<file path="config.mk">
export PLATFORM = sky130hd
export DESIGN_NAME = fp_div_flat
export DESIGN_NICKNAME = d
export VERILOG_FILES = /design/src/rtl/fpu_pkg.sv /design/src/rtl/fp_div_if.sv /design/src/rtl/fp_classify.sv /design/src/rtl/fp_div.sv /design/src/flat_wrapper.sv
export SDC_FILE = /design/constraint.sdc
export NUM_CORES = 1
export LEC_CHECK = 0
export BUFFER_PORTS_ARGS = -buffer_cell sky130_fd_sc_hd__buf_4
export CORE_MARGIN = 3
export CORE_UTILIZATION = 30
export DETAILED_ROUTE_END_ITERATION = 7
export GPL_ROUTABILITY_DRIVEN = 1
export HOLD_SLACK_MARGIN = 0.06
export SYNTH_ARGS = -nofsm -noshare
export SYNTH_HDL_FRONTEND = slang
export SYNTH_SLANG_ARGS = --single-unit
</file>
<file path="constraint.sdc">
create_clock -name clk -period 17 [get_ports clk]
set_input_delay 3.4 -clock clk [delete_from_list [all_inputs] [get_ports clk]]
set_output_delay 3.4 -clock clk [all_outputs]
set_load 0.005 [all_outputs]
</file>
<file path="src/rtl/fpu_pkg.sv">
// fpu_pkg: shared FPU definitions used by the divider and its neighbours.
//   - Width constants for single and double precision, plus selector
//     functions that pick them from an operand bus width (32 or 64).
//   - Canonical NaN, signed infinities and zero (64-bit containers;
//     single-precision patterns sit in the low 32 bits).
//   - RISC-V fflags bit positions {NV,DZ,OF,UF,NX}.
//   - Divider state encoding.
package fpu_pkg;

    localparam int MANTISSA_SIZE_SP = 23;
    localparam int EXPONENT_SIZE_SP = 8;
    localparam int BIAS_SP          = 127;
    localparam int MANTISSA_SIZE_DP = 52;
    localparam int EXPONENT_SIZE_DP = 11;
    localparam int BIAS_DP          = 1023;

    localparam logic [63:0] NAN_SP        = 64'h0000_0000_7FC0_0000;
    localparam logic [63:0] NAN_DP        = 64'h7FF8_0000_0000_0000;
    localparam logic [63:0] INFINITY_P_SP = 64'h0000_0000_7F80_0000;
    localparam logic [63:0] INFINITY_N_SP = 64'h0000_0000_FF80_0000;
    localparam logic [63:0] INFINITY_P_DP = 64'h7FF0_0000_0000_0000;
    localparam logic [63:0] INFINITY_N_DP = 64'hFFF0_0000_0000_0000;
    localparam logic [63:0] ZERO          = 64'h0000_0000_0000_0000;

    localparam int FLAGS_W = 5;
    localparam int FLAG_NV = 4;
    localparam int FLAG_DZ = 3;
    localparam int FLAG_OF = 2;
    localparam int FLAG_UF = 1;
    localparam int FLAG_NX = 0;

    typedef enum logic [1:0] {
        ST_IDLE   = 2'd0,
        ST_DIVIDE = 2'd1,
        ST_ROUND  = 2'd2,
        ST_DONE   = 2'd3
    } div_state_e;

    function automatic int mantissa_size(input int bus_width);
        return (bus_width == 64) ? MANTISSA_SIZE_DP : MANTISSA_SIZE_SP;
    endfunction

    function automatic int exponent_size(input int bus_width);
        return (bus_width == 64) ? EXPONENT_SIZE_DP : EXPONENT_SIZE_SP;
    endfunction

    function automatic int exp_bias(input int bus_width);
        return (bus_width == 64) ? BIAS_DP : BIAS_SP;
    endfunction

    // Picks the single or double precision flavour of a constant.
    function automatic logic [63:0] fp_const(input int bus_width,
                                             input logic [63:0] sp,
                                             input logic [63:0] dp);
        return (bus_width == 64) ? dp : sp;
    endfunction

endpackage

</file>
<file path="src/rtl/fp_div_if.sv">
// fp_div_if: issue-side handshake of the floating-point divider.
//   master (FPU issue logic): drives start/in1/in2, reads busy/done/result/flags.
//   slave  (divider)        : the reverse.
interface fp_div_if
    import fpu_pkg::*;
#(
    parameter int BUS_WIDTH = 64
);
    logic                 start;
    logic [BUS_WIDTH-1:0] in1;
    logic [BUS_WIDTH-1:0] in2;
    logic                 busy;
    logic                 done;
    logic [BUS_WIDTH-1:0] result;
    logic [FLAGS_W-1:0]   flags;

    modport master (
        output start, in1, in2,
        input  busy, done, result, flags
    );

    modport slave (
        input  start, in1, in2,
        output busy, done, result, flags
    );
endinterface

</file>
<file path="src/rtl/fp_classify.sv">
// fp_classify: combinational IEEE-754 operand classifier (shared with the
// multiplier). Subnormals are flushed, so any zero exponent reads as zero.
//   exp_field : biased exponent field
//   man_field : stored mantissa field
//   is_zero / is_inf / is_nan : operand class
//   is_snan   : NaN with the quiet bit (mantissa MSB) clear
module fp_classify
    import fpu_pkg::*;
#(
    parameter int BUS_WIDTH = 64
) (
    input  logic [exponent_size(BUS_WIDTH)-1:0] exp_field,
    input  logic [mantissa_size(BUS_WIDTH)-1:0] man_field,
    output logic                                is_zero,
    output logic                                is_inf,
    output logic                                is_nan,
    output logic                                is_snan
);
    localparam int MANTISSA_SIZE = mantissa_size(BUS_WIDTH);

    logic exp_ones_s;
    logic man_zero_s;

    assign exp_ones_s = &exp_field;
    assign man_zero_s = (man_field == '0);
    assign is_zero    = (exp_field == '0);
    assign is_inf     = exp_ones_s & man_zero_s;
    assign is_nan     = exp_ones_s & ~man_zero_s;
    assign is_snan    = is_nan & ~man_field[MANTISSA_SIZE-1];
endmodule

</file>
<file path="src/rtl/fp_div.sv">
// fp_div: iterative IEEE-754 divider, result = in1 / in2.
//   BUS_WIDTH 32 = single, 64 = double precision.
//   Radix-2 restoring mantissa division, one quotient bit per clock,
//   then a single round-to-nearest-even cycle.
// Ports:
//   clk   : rising-edge clock
//   rst_n : synchronous active-low reset (abandons any divide in flight)
//   bus   : fp_div_if slave - start/in1/in2 in; busy/done/result/flags out
// Build option:
//   FP_DIV_EARLY_OUT_EN - special operands (NaN, inf, zero) go straight to
//   DONE, giving done one cycle after accept. Without it every operation
//   takes Q_BITS+2 cycles and special results are carried through.
module fp_div
    import fpu_pkg::*;
#(
    parameter int BUS_WIDTH = 64
) (
    input logic     clk,
    input logic     rst_n,
    fp_div_if.slave bus
);
    localparam int MANTISSA_SIZE = mantissa_size(BUS_WIDTH);
    localparam int EXPONENT_SIZE = exponent_size(BUS_WIDTH);
    localparam int BIAS          = exp_bias(BUS_WIDTH);
    localparam int Q_BITS        = MANTISSA_SIZE + 4;
    localparam int CNT_W         = $clog2(Q_BITS);
    localparam int EW            = EXPONENT_SIZE + 2;
    localparam int RW            = MANTISSA_SIZE + 3;

    localparam logic [63:0] NAN_W   = fp_const(BUS_WIDTH, NAN_SP, NAN_DP);
    localparam logic [63:0] INF_P_W = fp_const(BUS_WIDTH, INFINITY_P_SP, INFINITY_P_DP);
    localparam logic [63:0] INF_N_W = fp_const(BUS_WIDTH, INFINITY_N_SP, INFINITY_N_DP);

    localparam logic [CNT_W-1:0]     CNT_LAST   = CNT_W'(Q_BITS - 1);
    localparam logic [CNT_W-1:0]     CNT_ONE    = CNT_W'(1);
    localparam logic signed [EW-1:0] BIAS_S     = EW'(BIAS);
    localparam logic signed [EW-1:0] EXP_MAX_S  = EW'(2 * BIAS + 1);
    localparam logic signed [EW-1:0] EXP_ONE_S  = EW'(1);
    localparam logic signed [EW-1:0] EXP_ZERO_S = EW'(0);

    // Operand fields
    logic                     sign1_s, sign2_s, sign_q_s;
    logic [EXPONENT_SIZE-1:0] exp1_s, exp2_s;
    logic [MANTISSA_SIZE-1:0] man1_s, man2_s;
    logic                     zero1_s, inf1_s, nan1_s, snan1_s;
    logic                     zero2_s, inf2_s, nan2_s, snan2_s;

    assign sign1_s  = bus.in1[BUS_WIDTH-1];
    assign sign2_s  = bus.in2[BUS_WIDTH-1];
    assign sign_q_s = sign1_s ^ sign2_s;
    assign exp1_s   = bus.in1[BUS_WIDTH-2 -: EXPONENT_SIZE];
    assign exp2_s   = bus.in2[BUS_WIDTH-2 -: EXPONENT_SIZE];
    assign man1_s   = bus.in1[MANTISSA_SIZE-1:0];
    assign man2_s   = bus.in2[MANTISSA_SIZE-1:0];

    fp_classify #(.BUS_WIDTH(BUS_WIDTH)) u_cls1 (
        .exp_field (exp1_s),
        .man_field (man1_s),
        .is_zero   (zero1_s),
        .is_inf    (inf1_s),
        .is_nan    (nan1_s),
        .is_snan   (snan1_s)
    );

    fp_classify #(.BUS_WIDTH(BUS_WIDTH)) u_cls2 (
        .exp_field (exp2_s),
        .man_field (man2_s),
        .is_zero   (zero2_s),
        .is_inf    (inf2_s),
        .is_nan    (nan2_s),
        .is_snan   (snan2_s)
    );

    // Registers
    div_state_e               state_r;
    logic [CNT_W-1:0]         cnt_r;
    logic [RW-1:0]            rem_r;
    logic [MANTISSA_SIZE:0]   div_r;
    logic [Q_BITS-1:0]        quo_r;
    logic signed [EW-1:0]     exp_r;
    logic                     sign_r;
    logic                     special_r;
    logic [BUS_WIDTH-1:0]     spec_res_r;
    logic [FLAGS_W-1:0]       spec_flags_r;
    logic                     busy_r;
    logic                     done_r;
    logic [BUS_WIDTH-1:0]     result_r;
    logic [FLAGS_W-1:0]       flags_r;

    assign bus.busy   = busy_r;
    assign bus.done   = done_r;
    assign bus.result = result_r;
    assign bus.flags  = flags_r;

    logic                 special_s;
    logic [BUS_WIDTH-1:0] spec_res_s;
    logic [FLAGS_W-1:0]   spec_flags_s;
    logic [BUS_WIDTH-1:0] sgn_inf_s;
    logic [BUS_WIDTH-1:0] sgn_zero_s;
    logic signed [EW-1:0] exp_diff_s;

    assign sgn_inf_s  = sign_q_s ? INF_N_W[BUS_WIDTH-1:0] : INF_P_W[BUS_WIDTH-1:0];
    assign sgn_zero_s = {sign_q_s, {(BUS_WIDTH-1){1'b0}}};
    assign exp_diff_s = $signed({2'b00, exp1_s}) - $signed({2'b00, exp2_s}) + BIAS_S;

    // Special-operand decode at accept time; inf/x is checked before x/0 so
    // that inf/0 is a plain signed infinity without DZ.
    always_comb begin
        special_s    = 1'b1;
        spec_res_s   = '0;
        spec_flags_s = '0;
        if (nan1_s || nan2_s) begin
            spec_res_s            = NAN_W[BUS_WIDTH-1:0];
            spec_flags_s[FLAG_NV] = snan1_s | snan2_s;
        end else if ((zero1_s && zero2_s) || (inf1_s && inf2_s)) begin
            spec_res_s            = NAN_W[BUS_WIDTH-1:0];
            spec_flags_s[FLAG_NV] = 1'b1;
        end else if (inf1_s) begin
            spec_res_s = sgn_inf_s;
        end else if (zero2_s) begin
            spec_res_s            = sgn_inf_s;
            spec_flags_s[FLAG_DZ] = 1'b1;
        end else if (zero1_s || inf2_s) begin
            spec_res_s = sgn_zero_s;
        end else begin
            special_s = 1'b0;
        end
    end

    logic          rem_ge_s;
    logic [RW-1:0] rem_sub_s;

    // One restoring-division step: subtract the divisor when it fits.
    always_comb begin
        rem_ge_s = (rem_r >= {2'b00, div_r});
        if (rem_ge_s) begin
            rem_sub_s = rem_r - {2'b00, div_r};
        end else begin
            rem_sub_s = rem_r;
        end
    end

    logic [Q_BITS-2:0]        frac_s;
    logic signed [EW-1:0]     exp_n_s;
    logic signed [EW-1:0]     exp_f_s;
    logic                     lsb_s, g_s, r_s, s_s, rnd_s;
    logic [MANTISSA_SIZE:0]   mant_rnd_s;
    logic [BUS_WIDTH-1:0]     rnd_res_s;
    logic [FLAGS_W-1:0]       rnd_flags_s;

    // Normalise, round to nearest even, then range-check the exponent.
    // frac_s holds the bits below the leading one: mantissa, G, R, S-bit.
    always_comb begin
        if (quo_r[Q_BITS-1]) begin
            frac_s  = quo_r[Q_BITS-2:0];
            exp_n_s = exp_r;
        end else begin
            frac_s  = {quo_r[Q_BITS-3:0], 1'b0};
            exp_n_s = exp_r - EXP_ONE_S;
        end
        lsb_s      = frac_s[3];
        g_s        = frac_s[2];
        r_s        = frac_s[1];
        s_s        = frac_s[0] | (rem_r != '0);
        rnd_s      = g_s & (lsb_s | r_s | s_s);
        mant_rnd_s = {1'b0, frac_s[Q_BITS-2:3]} + {{MANTISSA_SIZE{1'b0}}, rnd_s};
        // A carry out means the mantissa wrapped to 1.0 of the next binade.
        exp_f_s    = exp_n_s + $signed({{(EW-1){1'b0}}, mant_rnd_s[MANTISSA_SIZE]});
        rnd_flags_s = '0;
        if (exp_f_s >= EXP_MAX_S) begin
            rnd_res_s            = sign_r ? INF_N_W[BUS_WIDTH-1:0] : INF_P_W[BUS_WIDTH-1:0];
            rnd_flags_s[FLAG_OF] = 1'b1;
            rnd_flags_s[FLAG_NX] = 1'b1;
        end else if (exp_f_s <= EXP_ZERO_S) begin
            rnd_res_s            = {sign_r, {(BUS_WIDTH-1){1'b0}}};
            rnd_flags_s[FLAG_UF] = 1'b1;
            rnd_flags_s[FLAG_NX] = 1'b1;
        end else begin
            rnd_res_s            = {sign_r, exp_f_s[EXPONENT_SIZE-1:0],
                                    mant_rnd_s[MANTISSA_SIZE-1:0]};
            rnd_flags_s[FLAG_NX] = g_s | r_s | s_s;
        end
    end

    // Control FSM with datapath registers and registered handshake outputs.
    always_ff @(posedge clk) begin
        if (!rst_n) begin
            state_r      <= ST_IDLE;
            cnt_r        <= '0;
            rem_r        <= '0;
            div_r        <= '0;
            quo_r        <= '0;
            exp_r        <= '0;
            sign_r       <= 1'b0;
            special_r    <= 1'b0;
            spec_res_r   <= '0;
            spec_flags_r <= '0;
            busy_r       <= 1'b0;
            done_r       <= 1'b0;
            result_r     <= '0;
            flags_r      <= '0;
        end else begin
            case (state_r)
                ST_IDLE: begin
                    done_r <= 1'b0;
                    if (bus.start) begin
                        sign_r       <= sign_q_s;
                        exp_r        <= exp_diff_s;
                        rem_r        <= {2'b01, man1_s};
                        div_r        <= {1'b1, man2_s};
                        quo_r        <= '0;
                        cnt_r        <= '0;
                        special_r    <= special_s;
                        spec_res_r   <= spec_res_s;
                        spec_flags_r <= spec_flags_s;
`ifdef FP_DIV_EARLY_OUT_EN
                        if (special_s) begin
                            result_r <= spec_res_s;
                            flags_r  <= spec_flags_s;
                            done_r   <= 1'b1;
                            busy_r   <= 1'b0;
                            state_r  <= ST_DONE;
                        end else begin
                            busy_r  <= 1'b1;
                            state_r <= ST_DIVIDE;
                        end
`else
                        busy_r  <= 1'b1;
                        state_r <= ST_DIVIDE;
`endif
                    end else begin
                        busy_r  <= 1'b0;
                        state_r <= ST_IDLE;
                    end
                end
                ST_DIVIDE: begin
                    quo_r <= {quo_r[Q_BITS-2:0], rem_ge_s};
                    rem_r <= rem_sub_s << 1;
                    cnt_r <= cnt_r + CNT_ONE;
                    if (cnt_r == CNT_LAST) begin
                        state_r <= ST_ROUND;
                    end else begin
                        state_r <= ST_DIVIDE;
                    end
                end
                ST_ROUND: begin
                    if (special_r) begin
                        result_r <= spec_res_r;
                        flags_r  <= spec_flags_r;
                    end else begin
                        result_r <= rnd_res_s;
                        flags_r  <= rnd_flags_s;
                    end
                    done_r  <= 1'b1;
                    busy_r  <= 1'b0;
                    state_r <= ST_DONE;
                end
                ST_DONE: begin
                    done_r  <= 1'b0;
                    busy_r  <= 1'b0;
                    state_r <= ST_IDLE;
                end
                default: begin
                    done_r  <= 1'b0;
                    busy_r  <= 1'b0;
                    state_r <= ST_IDLE;
                end
            endcase
        end
    end
endmodule

</file>
<file path="src/flat_wrapper.sv">
// flat-port wrapper written by rule: the top's interface ports become plain ports
module fp_div_flat import fpu_pkg::*;
#(
    parameter int BUS_WIDTH = 64
)
  (clk, rst_n, bus_start, bus_in1, bus_in2, bus_busy, bus_done, bus_result, bus_flags);
  fp_div_if #(.BUS_WIDTH(BUS_WIDTH)) bus_i ();
  input logic clk;
  input logic rst_n;
  input wire logic [$bits(bus_i.start)-1:0] bus_start;
  input wire logic [$bits(bus_i.in1)-1:0] bus_in1;
  input wire logic [$bits(bus_i.in2)-1:0] bus_in2;
  output wire logic [$bits(bus_i.busy)-1:0] bus_busy;
  output wire logic [$bits(bus_i.done)-1:0] bus_done;
  output wire logic [$bits(bus_i.result)-1:0] bus_result;
  output wire logic [$bits(bus_i.flags)-1:0] bus_flags;
  assign bus_i.start = bus_start;
  assign bus_i.in1 = bus_in1;
  assign bus_i.in2 = bus_in2;
  assign bus_busy = bus_i.busy;
  assign bus_done = bus_i.done;
  assign bus_result = bus_i.result;
  assign bus_flags = bus_i.flags;
  fp_div #(.BUS_WIDTH(BUS_WIDTH)) u_core (.clk(clk), .rst_n(rst_n), .bus(bus_i));
endmodule
</file>
Word-level counts from Yosys, hierarchy flattened --
Index checks and enable logic that the tools add are counted.
Storage, ports and cells: register bits after elaboration 324, bits in read-only memories 0, memories 0, output and inout bits 71, memory bits (writable) 0, latch bits 0
Cells by class: shift operators 0, multiplexer cells 42, eq/ne operators 5, multiply operators 0, add/subtract/negate cells 7, bitwise gates (word level) 18, reduce and logical (&&, ||, !) cells 20, div/mod/pow operators 0, $lt $le $gt $ge 3
Operator list (count):
- 2-to-1 mux 64 bit | 9
- case mux 56 bit (2 select lines) | 1
- 2-to-1 mux 55 bit | 2
- case mux 55 bit (2 select lines) | 1
- zero test 52 bit | 2
- 2-to-1 mux 63 bit | 1
- 2-to-1 mux 56 bit | 1
- >= comparator 55 x 53 -> 1 bit | 1
- nonzero test 55 bit | 1
- 2-to-1 mux 54 bit | 1
- subtractor 54 x 53 -> 54 bit | 1
- adder 52 x 1 -> 53 bit | 1
- zero test 11 bit | 2
- AND reduction 11 bit | 2
- 2-to-1 mux 1 bit | 18
- adder 13 x 11 -> 13 bit (second input constant) | 1
- adder 13 x 2 -> 13 bit | 1
- >= comparator 13 x 12 -> 1 bit (second input constant) | 1
- less-or-equal comparator 13 x 1 -> 1 bit (second input constant) | 1
- 2-to-1 mux 13 bit | 1
- subtractor 13 x 2 -> 13 bit (second input constant) | 1
- case mux 6 bit (2 select lines) | 1
- subtractor 11 x 11 -> 12 bit | 1
- case mux 2 bit (4 select lines) | 1
- other kinds (19) | 42

Depth between registers and ports, before layout --
Gate-level depths: netlist of the first run.
word-level depth 10, mapped depth 33, gate-level depth less buffers 23

Cells and area by module --
From an unflattened synthesis of the first run, not the netlist that was laid out.
Second synthesis, totals: cells, all modules 2384, area total of the unflattened synthesis 17524.3 um^2
By module, submodules not included:
- fp_div | cells an instance 2326, instances 1, seq. area each 5265.0 um^2, area each 17113.9 um^2
- fp_classify | cells an instance 29, instances 2, seq. area each 0.0 um^2, area each 205.2 um^2

Worst setup path after synthesis of the first run --
No wires, ideal clock.
path type reg2reg, start register u_core.quo_r[55], end register u_core.result_r[10], in the netlist u_core.bus.result[10], cell stages (with the launch flop) 33, data required time 16.883 ns, slack 10.350 ns, library setup time 0.117 ns, arrival time 6.533 ns, path buffers 11, clock period less this slack 6.650 ns, cell sequence dfxtp_1 -> buf_6 -> buf_4 -> buf_2 -> buf_2 -> buf_1 -> buf_1 -> clkbuf_1 -> nand2_1 -> a21boi_0 -> ha_1 -> and3_1 -> nand2_1 -> nor2_1 -> and3_1 -> clkbuf_1 -> and3_1 -> clkbuf_1 -> and3_1 -> clkbuf_1 -> nand3_1 -> a211oi_1 -> ha_1 -> ha_1 -> inv_1 -> a2111oi_4 -> o221ai_2 -> xnor2_1 -> nor4b_2 -> a41o_2 -> nor2_4 -> buf_4 -> a32o_1
Between the ends: cells in the longest elaborated chain, start to end 10, elaborated cells on any way between the ends 13, classes of those cells add/sub (2); order compare (2); mux (5); bitwise (4)
RTL lines:
- start, declared | line fp_div.sv:79 | logic [Q_BITS-1:0] quo_r;
- start signal, assigned | line fp_div.sv:237 | quo_r <= {quo_r[Q_BITS-2:0], rem_ge_s};
- 2-to-1 mux 55 bit | line fp_div.sv:154 | if (quo_r[Q_BITS-1]) begin
- OR 1 bit, on equally long branches | line fp_div.sv:165, fp_div.sv:164
- OR 1 bit | line fp_div.sv:165 | rnd_s = g_s & (lsb_s | r_s | s_s);
- bitwise AND 1 bit | line fp_div.sv:165
- adder 52 x 1 -> 53 bit | line fp_div.sv:166 | mant_rnd_s = {1'b0, frac_s[Q_BITS-2:3]} + {{MANTISSA_SIZE{1'b0}}, rnd_s};
- adder 13 x 2 -> 13 bit | line fp_div.sv:168 | exp_f_s = exp_n_s + $signed({{(EW-1){1'b0}}, mant_rnd_s[MANTISSA_SIZE]});
- less-or-equal comparator 13 x 1 -> 1 bit | line fp_div.sv:174 | end else if (exp_f_s <= EXP_ZERO_S) begin
- 2-to-1 mux 63 bit | line fp_div.sv:174
- 2-to-1 mux 64 bit (*) | line fp_div.sv:170 | if (exp_f_s >= EXP_MAX_S) begin
- 2-to-1 mux 64 bit (*) | line fp_div.sv:247 | if (special_r) begin
- end signal, assigned | line fp_div.sv:248 | result_r <= spec_res_r;
- end signal, assigned | line fp_div.sv:251 | result_r <= rnd_res_s;
- end, declared | line fp_div.sv:87 | logic [BUS_WIDTH-1:0] result_r;
Mark *: on every way between the ends. The rest lies on a longest branch, timed or not. A chain may end at the register's enable or synchronous reset.

Final worst setup path of the first run --
start register u_core.quo_r[55], end register u_core.result_r[22], in the netlist u_core.bus.result[22]
The elaborated chain is that of the path after synthesis.

==> insert_results.sql, run 1 <==
INSERT INTO impl_metrics (metric_group, metric, value, unit) VALUES
('setup_path', 'worst-path-max-fanout', '55', ''),
('sta', 'timing_worst_slew_pin_value', '979', 'ps'),
('layout', 'footprint_of_the_multi_input_gates', '0.0110', 'mm²'),
('setup_path', 'worst_ep_required_time', '17530', 'ps'),
('sta', 'maxClockFrequency', '154', 'MHz'),
('synth', 'postSynthNetCount', '2533', ''),
('sta', 'fin_setup_tns', '0', 'ps'),
('global_route', 'antenna_found_initial', '1', ''),
('hold_path', 'hold_path.class', 'register to register', ''),
('sta', 'setup_viol', '0', ''),
('sta', 'smallest_hold_slack', '454', 'ps'),
('setup_path', 'critical_path.cell_chain', 'nand2_1, a21boi_0, ha_1, and3_1, nand2_1, nor2_1, and3_1, and3_1, and3_1, nand3_1, a211oi_1, ha_1, ha_1, inv_1, a2111oi_4, o221ai_2, xnor2_1, and4b_1, a31oi_1, nand2_1, nor2_4, buf_4, a32o_1', ''),
('synth', 'ys_ff_latch', '263', ''),
('setup_path', 'critPathSlowestCell', 'sky130_fd_sc_hd__dfxtp_4', ''),
('sta', 'timing.final.max_slew_violations', '0', ''),
('route', 'drt_pass_1_iters', '6', ''),
('layout', 'finalCoreUtilization', '35.8', '%'),
('layout', 'post_synthesis_to_final_layout_area_growth', '17.1', '%'),
('cts', 'ctsResizeCount', '0', ''),
('synth', 'synth-seq-area-share', '30.2', '%'),
('synth', 'ys.warnings.count', '0', ''),
('layout', 'layout-drive-gt1-share', '13.0', '%'),
('setup_path', 'timing.critical_path.arrival', '7010', 'ps'),
('global_route', 'grt_first_pass_wirelength', '90900', 'µm'),
('place', 'place.gp.congestion', '0.919', ''),
('synth', 'share_of_flip_flops_with_an_asynchronous_set_or_reset', '0', '%'),
('global_route', 'met1_resource_use_gr', '24.7', '%'),
('synth', 'postSynthAreaPerCell', '7.49', 'µm²'),
('sta', 'clock_skew', '15.5', 'ps'),
('layout', 'postLayoutCellArea', '0.0204', 'mm²'),
('route', 'wirelength', '58100', 'µm'),
('layout', 'antenna_cells', '0', ''),
('setup_path', 'endpoint_class_of_the_critical_path', 'register', ''),
('synth', 'synth_top_cells_by_area', 'sky130_fd_sc_hd__dfxtp_1, sky130_fd_sc_hd__a21oi_1, sky130_fd_sc_hd__nand2_1', ''),
('route', 'wire_per_inst', '18.3', 'µm'),
('cts', 'post_cts.repair.setup_buffers', '0', ''),
('layout', 'filler_cell_count', '5927', ''),
('synth', 'dominantRegCellSynth', 'sky130_fd_sc_hd__dfxtp_1', ''),
('job', 'cap_viol_max_count', '0', ''),
('cts', 'clock_latency_at_the_later_pin_of_the_worst_skew_pair', '590', 'ps'),
('cts', 'cts_sinks', '263', ''),
('place', 'dpl_cell_area', '0.0193', 'mm²'),
('global_route', 'gr-usage-met3', '2.58', '%'),
('global_route', 'via_count_of_the_first_global_routing_pass', '16506', ''),
('run_status', 'status', 'completed', ''),
('setup_path', 'path_class', 'register to register', ''),
('power_and_ir_drop', 'leakagePower', '7.79', 'nW'),
('route', 'routed_via_density', '5.56', ''),
('route', 'drt_iter0_markers', '1430', ''),
('floorplan', 'die-height', '247', 'µm'),
('place', 'port_buffers', '201', ''),
('setup_path', 'startpoint_type', 'register', ''),
('setup_path', 'cp_slowest_stage_delay', '730', 'ps'),
('cts', 'cts_tree', 'yes', ''),
('cts', 'htree_levels', '1', ''),
('global_route', 'groute.layer.met2.usage', '30.6', '%'),
('route', 'antenna_left', '0', ''),
('global_route', 'overflow', '0', ''),
('synth', 'synth-edff-count', '0', ''),
('floorplan', 'initial_core_util', '30.6', '%'),
('floorplan', 'fp.dieArea', '0.0610', 'mm²'),
('cts', 'post_cts_hold_buffer_count', '0', ''),
('synth', 'yosysMostFrequentCell', 'sky130_fd_sc_hd__nand2_1', ''),
('sta', 'final_min_period_over_clock_period', '38.1', '%'),
('synth', 'post_synth_inst_count', '2325', ''),
('power_and_ir_drop', 'power-per-cell-area', '97.0', 'mW/mm²'),
('cts', 'clkSlewWorstSetupHoldPaths', '60', 'ps'),
('floorplan', 'design.core.area', '0.0569', 'mm²'),
('global_route', 'grt_max_degree', '90', ''),
('place', 'hpwlAfterDp', '42700', 'µm'),
('floorplan', 'io_pins', '202', '');
==> where the power goes <==
group	switching (mW)	internal (mW)	leakage, nW
Clock	0.271	0.419	0.524
Sequential	0.0329	0.642	2.14
Combinational	0.379	0.236	5.13
==> final cells by class <==
cell class	instances	share of cell area, %
clock buffers	49	4.57
clock inverters	7	0.662
inverters	118	2.20
multi-input cells	1762	54.1
flip-flops and latches	263	25.8
well taps	756	4.64
repair buffers	218	8.02
==> state kept, by name, indices dropped and copies added, names as in the netlist, named ones only <==
register	flops
u_core.rem_r	55
u_core.exp_r	13
u_core.bus.done	1
u_core.special_r	1
u_core.bus.busy	1
u_core.sign_r	1
u_core.state_r	1
u_core.bus.flags	5
u_core.quo_r	56
u_core.bus.result	64
u_core.cnt_r	6
u_core.spec_flags_r	2
u_core.spec_res_r	3
u_core.div_r	53
==> metal layers <==
layer  share of wire, %  up-vias
li1                   -     8600
met4                2.2        2
met3                5.7       71
met2                 47      548
met1                 45     8435
met5              0.022        -
==> cell families after synthesis <==
group,count (synthesis),synth area share [%]
AND/OR/NAND/NOR,813,22.6
AO/OA/AOI/OAI,725,27.1
buffers and inverters,300,6.74
flip-flops,263,30.2
XOR/XNOR,109,5.48
adder cells (fa/ha/maj),77,5.62
multiplexers,38,2.26
==> placed cells by master, fill, tap and decap left out, types with 30 or more instances in the layout <==
cell type,Yosys,final
sky130_fd_sc_hd__dfxtp_1,263,262
sky130_fd_sc_hd__a22oi_1,45,45
sky130_fd_sc_hd__a211oi_1,30,30
sky130_fd_sc_hd__nor2_1,128,125
sky130_fd_sc_hd__o21ai_0,85,84
sky130_fd_sc_hd__a21oi_1,271,271
sky130_fd_sc_hd__nand4_1,47,47
sky130_fd_sc_hd__ha_1,75,74
sky130_fd_sc_hd__a31oi_1,46,46
sky130_fd_sc_hd__nand2_1,315,314
sky130_fd_sc_hd__nor4_1,55,55
sky130_fd_sc_hd__a22o_1,32,32
sky130_fd_sc_hd__buf_4,6,218
sky130_fd_sc_hd__clkbuf_16,0,30
sky130_fd_sc_hd__inv_1,116,116
sky130_fd_sc_hd__xor2_1,47,47
sky130_fd_sc_hd__nor3_1,34,34
sky130_fd_sc_hd__xnor2_1,62,62
sky130_fd_sc_hd__nand3_1,105,105
==> worst max-delay path, delay by kind of cell (launching register included) <==
kind / cells / cell delay, ps
fa+ha+maj: 3 / 730
flops: 1 / 730
simple gates: 11 / 2350
compound gates: 6 / 1780
xor+xnor: 1 / 210
buf+inv: 2 / 570
==> through the flow <==
stage	setup WS, ps	instances
floorplan	10350	2325
global placement	10420	3117
detailed placement	10320	3117
CTS	10460	3173
global route	9850	3173
finish	10530	3173
==> worst paths after layout <==
| kind | from | endpoint | slack, ps | cells past startpoint |
|---|---|---|---|---|
| setup / recovery | u_core.quo_r[55]$_SDFFE_PN0P_ | u_core.bus.result[22]$_SDFFE_PN0P_ | 10530 | 23 |
| hold / removal | u_core.div_r[23]$_SDFFE_PN0P_ | u_core.div_r[23]$_SDFFE_PN0P_ | 450 | 2 |
| setup reg to reg | u_core.quo_r[55]$_SDFFE_PN0P_ | u_core.bus.result[22]$_SDFFE_PN0P_ | 10530 | 23 |
| hold reg to reg | u_core.div_r[23]$_SDFFE_PN0P_ | u_core.div_r[23]$_SDFFE_PN0P_ | 450 | 2 |
No activity file was read; power rests on OpenSTA's default activity.
==> inputs of run 2 (changes only) <==
Clock period 17 ns to 5.4 ns, I/O delays scaled along.
==> run 2 against run 1 <==
Against the previous run:
- combinational power grew to 3.2 times the previous value
- via count shrank 0.30%
- clock power grew to 3.1 times the previous value
- critical endpoint is now u_core.bus.result[4]$_SDFFE_PN0P_
- sequential power increased to 3.1 times the previous value
- clock skew down 1.4 ps
- non-clock buffer count rose by 16
- total power grew to 3.2 times the previous value
- critical path depth decreased by 1
- die area did not move
- global-route usage decreased by 0.093 points
- cell area rose by 1.1%
- sequential cell count is the same
- highest routed layer is now met4
==> insert_results.sql, run 2 (same netlist as run 1, synthesis figures left out) <==
INSERT INTO impl_metrics (metric_group, metric, value, unit) VALUES
('run_status', 'status', 'completed', ''),
('layout', 'antenna_cells', '0', ''),
('hold_path', 'hold-path-cell-count', '2', ''),
('setup_path', 'worst-path-max-fanout', '52', ''),
('setup_path', 'crit-reg2reg-capture', 'u_core.bus.result[4]$_SDFFE_PN0P_', ''),
('setup_path', 'crit-reg2reg-launch', 'u_core.quo_r[2]$_SDFFE_PN0P_', ''),
('layout', 'filler_cell_count', '5891', ''),
('floorplan', 'io_pins', '202', ''),
('setup_path', 'path_class', 'register to register', ''),
('place', 'place.gp.congestion', '0.926', ''),
('route', 'wirelength', '57800', 'µm'),
('power_and_ir_drop', 'net-switching-power', '2.16', 'mW'),
('power_and_ir_drop', 'finalPower', '6.27', 'mW'),
('hold_path', 'worstHoldStart', 'u_core.div_r[34]$_SDFFE_PN0P_', ''),
('global_route', 'grt_max_degree', '67', ''),
('sta', 'setup_ws', '435', 'ps'),
('power_and_ir_drop', 'combinationalPowerShare', '31.4', '%'),
('sta', 'timing.final.max_slew_violations', '0', ''),
('setup_path', 'critPathSlowestCell', 'sky130_fd_sc_hd__dfxtp_1', ''),
('route', 'drt_drc_violations_left', '0', ''),
('sta', 'report.final.hold_viol_count', '0', ''),
('layout', 'largest_register_ff_count', '64', ''),
('cts', 'cts_tree', 'yes', ''),
('floorplan', 'die_width', '247', 'µm'),
('global_route', 'global_route_usage_over_all_layers', '18.1', '%'),
('route', 'num_vias', '17603', ''),
('layout', 'layout-drive-gt1-share', '14.2', '%'),
('cts', 'cts_sinks', '263', ''),
('layout', 'post_synthesis_to_final_layout_area_growth', '18.4', '%'),
('power_and_ir_drop', 'leakagePower', '7.88', 'nW'),
('layout', 'mostFrequentLayoutCells', 'sky130_fd_sc_hd__nand2_1, sky130_fd_sc_hd__a21oi_1, sky130_fd_sc_hd__dfxtp_1', ''),
('power_and_ir_drop', 'clock_power_share', '34.7', '%'),
('route', 'antenna_left', '0', ''),
('cts', 'cts_max_path_buffers', '3', ''),
('route', 'routed_via_density', '5.52', ''),
('job', 'cap_viol_max_count', '0', ''),
('power_and_ir_drop', 'power-per-cell-area', '304', 'mW/mm²'),
('setup_path', 'timing.critical_path.arrival', '5430', 'ps'),
('power_and_ir_drop', 'p_seq_share', '33.9', '%'),
('cts', 'post_cts_hold_buffer_count', '0', ''),
('setup_path', 'reg2regPathDepth', '22', ''),
('cts', 'clock_latency_at_the_later_pin_of_the_worst_skew_pair', '580', 'ps'),
('setup_path', 'crit_buf_inv', '3', ''),
('sta', 'final_min_period_over_clock_period', '92.0', '%'),
('setup_path', 'critical_path.top_delay_family', 'simple AND/OR/NAND/NOR gates', ''),
('setup_path', 'critical_path.cell_chain', 'a21boi_1, ha_2, and3_4, nand2_1, nor2_2, and3_1, and3_2, and3_2, nand3_2, a211oi_2, ha_2, ha_4, inv_1, a2111oi_4, buf_4, o221ai_2, xnor2_2, nor4b_2, a41o_2, nor2_4, buf_12, a32o_1', ''),
('sta', 'timing_worst_slew_pin_value', '843', 'ps'),
('floorplan', 'die-height', '247', 'µm'),
('sta', 'clock_skew', '14.1', 'ps'),
('route', 'drt_iter0_markers', '1215', ''),
('power_and_ir_drop', 'max-vdd-ir-drop', '0.232', 'mV'),
('place', 'placed_cells', '3130', ''),
('setup_path', 'endpoint_class_of_the_critical_path', 'register', ''),
('floorplan', 'design.core.area', '0.0569', 'mm²'),
('sta', 'fin_setup_tns', '0', 'ps'),
('setup_path', 'rrSetupSlack', '430', 'ps'),
('power_and_ir_drop', 'p_int', '4.12', 'mW'),
('floorplan', 'fp.dieArea', '0.0610', 'mm²'),
('place', 'port_buffers', '201', ''),
('power_and_ir_drop', 'sw_frac_of_total', '34.4', '%'),
('cts', 'cts-root-buf', 'sky130_fd_sc_hd__clkbuf_16', ''),
('global_route', 'via_count_of_the_first_global_routing_pass', '16456', ''),
('cts', 'numCtsBuffers', '30', ''),
('global_route', 'antenna_found_initial', '0', ''),
('place', 'hpwlAfterDp', '43100', 'µm'),
('layout', 'final_common_cell', 'sky130_fd_sc_hd__nand2_1', ''),
('global_route', 'grt_first_pass_wirelength', '90600', 'µm'),
('route', 'wire_per_inst', '18.1', 'µm'),
('sta', 'timing.slew.headroom', '43.3', '%'),
('hold_path', 'hold-path-endpoint', 'u_core.div_r[34]$_SDFFE_PN0P_', ''),
('floorplan', 'num_rows', '87', ''),
('sta', 'maxClockFrequency', '201', 'MHz'),
('hold_path', 'hold_path.class', 'register to register', ''),
('setup_path', 'cp_slowest_stage_delay', '470', 'ps'),
('cts', 'htree_levels', '1', ''),
('sta', 'smallest_hold_slack', '454', 'ps'),
('sta', 'finalWorstPathRequiredPeriod', '4970', 'ps'),
('sta', 'grt_setup_unrepaired', 'false', ''),
('global_route', 'overflow', '0', ''),
('floorplan', 'initial_core_util', '30.6', '%'),
('place', 'preCtsSetupSlack', '71.9', 'ps'),
('cts', 'clkSlewWorstSetupHoldPaths', '60', 'ps'),
('layout', 'nNetsFinal', '2617', ''),
('setup_path', 'startpoint_type', 'register', ''),
('sta', 'setup_viol', '0', ''),
('route', 'drt_pass_1_iters', '5', ''),
('setup_path', 'worst_ep_required_time', '5870', 'ps'),
('layout', 'finish.cell_count_without_fillers', '3189', '');
==> run 2: cell count changes in the layout (fill, tap and decap cells not counted), moves of 3 or more <==
cell	before	now
sky130_fd_sc_hd__and3_1	28	25
sky130_fd_sc_hd__clkinv_2	3	6
sky130_fd_sc_hd__clkbuf_8	11	8
sky130_fd_sc_hd__ha_1	74	71
sky130_fd_sc_hd__buf_4	218	230
sky130_fd_sc_hd__buf_12	0	4
==> run 2: worst max path at each step <==
stage | from | endpoint | slack [ps] | cells after the start
global route | u_core.quo_r[2]$_SDFFE_PN0P_ | u_core.bus.result[17]$_SDFFE_PN0P_ | 30 | 23
global placement | u_core.quo_r[55]$_SDFFE_PN0P_ | u_core.bus.result[4]$_SDFFE_PN0P_ | 220 | 24
detailed placement | u_core.quo_r[55]$_SDFFE_PN0P_ | u_core.bus.result[18]$_SDFFE_PN0P_ | 70 | 23
finish | u_core.quo_r[2]$_SDFFE_PN0P_ | u_core.bus.result[4]$_SDFFE_PN0P_ | 430 | 22
floorplan | u_core.quo_r[55]$_SDFFE_PN0P_ | u_core.bus.result[10]$_SDFFE_PN0P_ | 2 | 32
CTS | u_core.quo_r[55]$_SDFFE_PN0P_ | u_core.bus.result[17]$_SDFFE_PN0P_ | 40 | 23
==> run 2: routing by layer <==
| metal | GRT usage (%) | wire (µm) | vias to the layer above |
|---|---|---|---|
| met4 | 3.44 | 1050 | 0 |
| met5 | 0 | 0 | - |
| met1 | 24.9 | 26500 | 8386 |
| met3 | 2.44 | 3470 | 62 |
| li1 | - | - | 8635 |
| met2 | 30.3 | 26700 | 520 |
==> run 2: area by class of cell <==
| cell class | instances | area [µm²] | share of cell area [%] |
|---|---|---|---|
| Clock buffer | 44 | 883 | 4.28 |
| Tap cell | 756 | 946 | 4.59 |
| Clock inverter | 12 | 174 | 0.843 |
| Multi-Input combinational cell | 1762 | 11100 | 53.8 |
| Inverter | 118 | 448 | 2.17 |
| Timing Repair Buffer | 234 | 1810 | 8.76 |
| Sequential cell | 263 | 5270 | 25.5 |
==> run 2: stage by stage <==
step | instance area, µm² | utilization (%)
detailed placement | 19500 | 34.3
CTS | 20600 | 36.1
floorplan | 17500 | -
finish | 20600 | 36.2
global route | 20600 | 36.2
global placement | 19500 | 34.3
==> run 2: timing repair <==
| item | 4_1_cts | 5_1_grt |
|---|---|---|
| setup endpoints to repair | 0 | 64 |
| buffers inserted | 0 | 3 |
| resized for setup | 0 | 6 |
==> run 2: worst register-to-register path: stages (launching register included) <==
cell and delay [ps]:
sky130_fd_sc_hd__dfxtp_1 470, sky130_fd_sc_hd__a21boi_1 210, sky130_fd_sc_hd__ha_2 230, sky130_fd_sc_hd__and3_4 200, sky130_fd_sc_hd__nand2_1 100, sky130_fd_sc_hd__nor2_2 160
sky130_fd_sc_hd__and3_1 200, sky130_fd_sc_hd__and3_2 280, sky130_fd_sc_hd__and3_2 300, sky130_fd_sc_hd__nand3_2 120, sky130_fd_sc_hd__a211oi_2 160, sky130_fd_sc_hd__ha_2 270
sky130_fd_sc_hd__ha_4 160, sky130_fd_sc_hd__inv_1 70, sky130_fd_sc_hd__a2111oi_4 260, sky130_fd_sc_hd__buf_4 190, sky130_fd_sc_hd__o221ai_2 130, sky130_fd_sc_hd__xnor2_2 180
sky130_fd_sc_hd__nor4b_2 310, sky130_fd_sc_hd__a41o_2 320, sky130_fd_sc_hd__nor2_4 60, sky130_fd_sc_hd__buf_12 170, sky130_fd_sc_hd__a32o_1 300
==> run 2: power by group through the flow <==
stage	logic [mW]	clock network [mW]	registers, mW
after floorplan	1.43	0	2.11
after global placement	1.93	0	2.16
after detailed placement	1.93	0	2.16
after CTS	1.95	2.23	2.12
after global routing	2.18	2.31	2.13
final	1.97	2.17	2.12
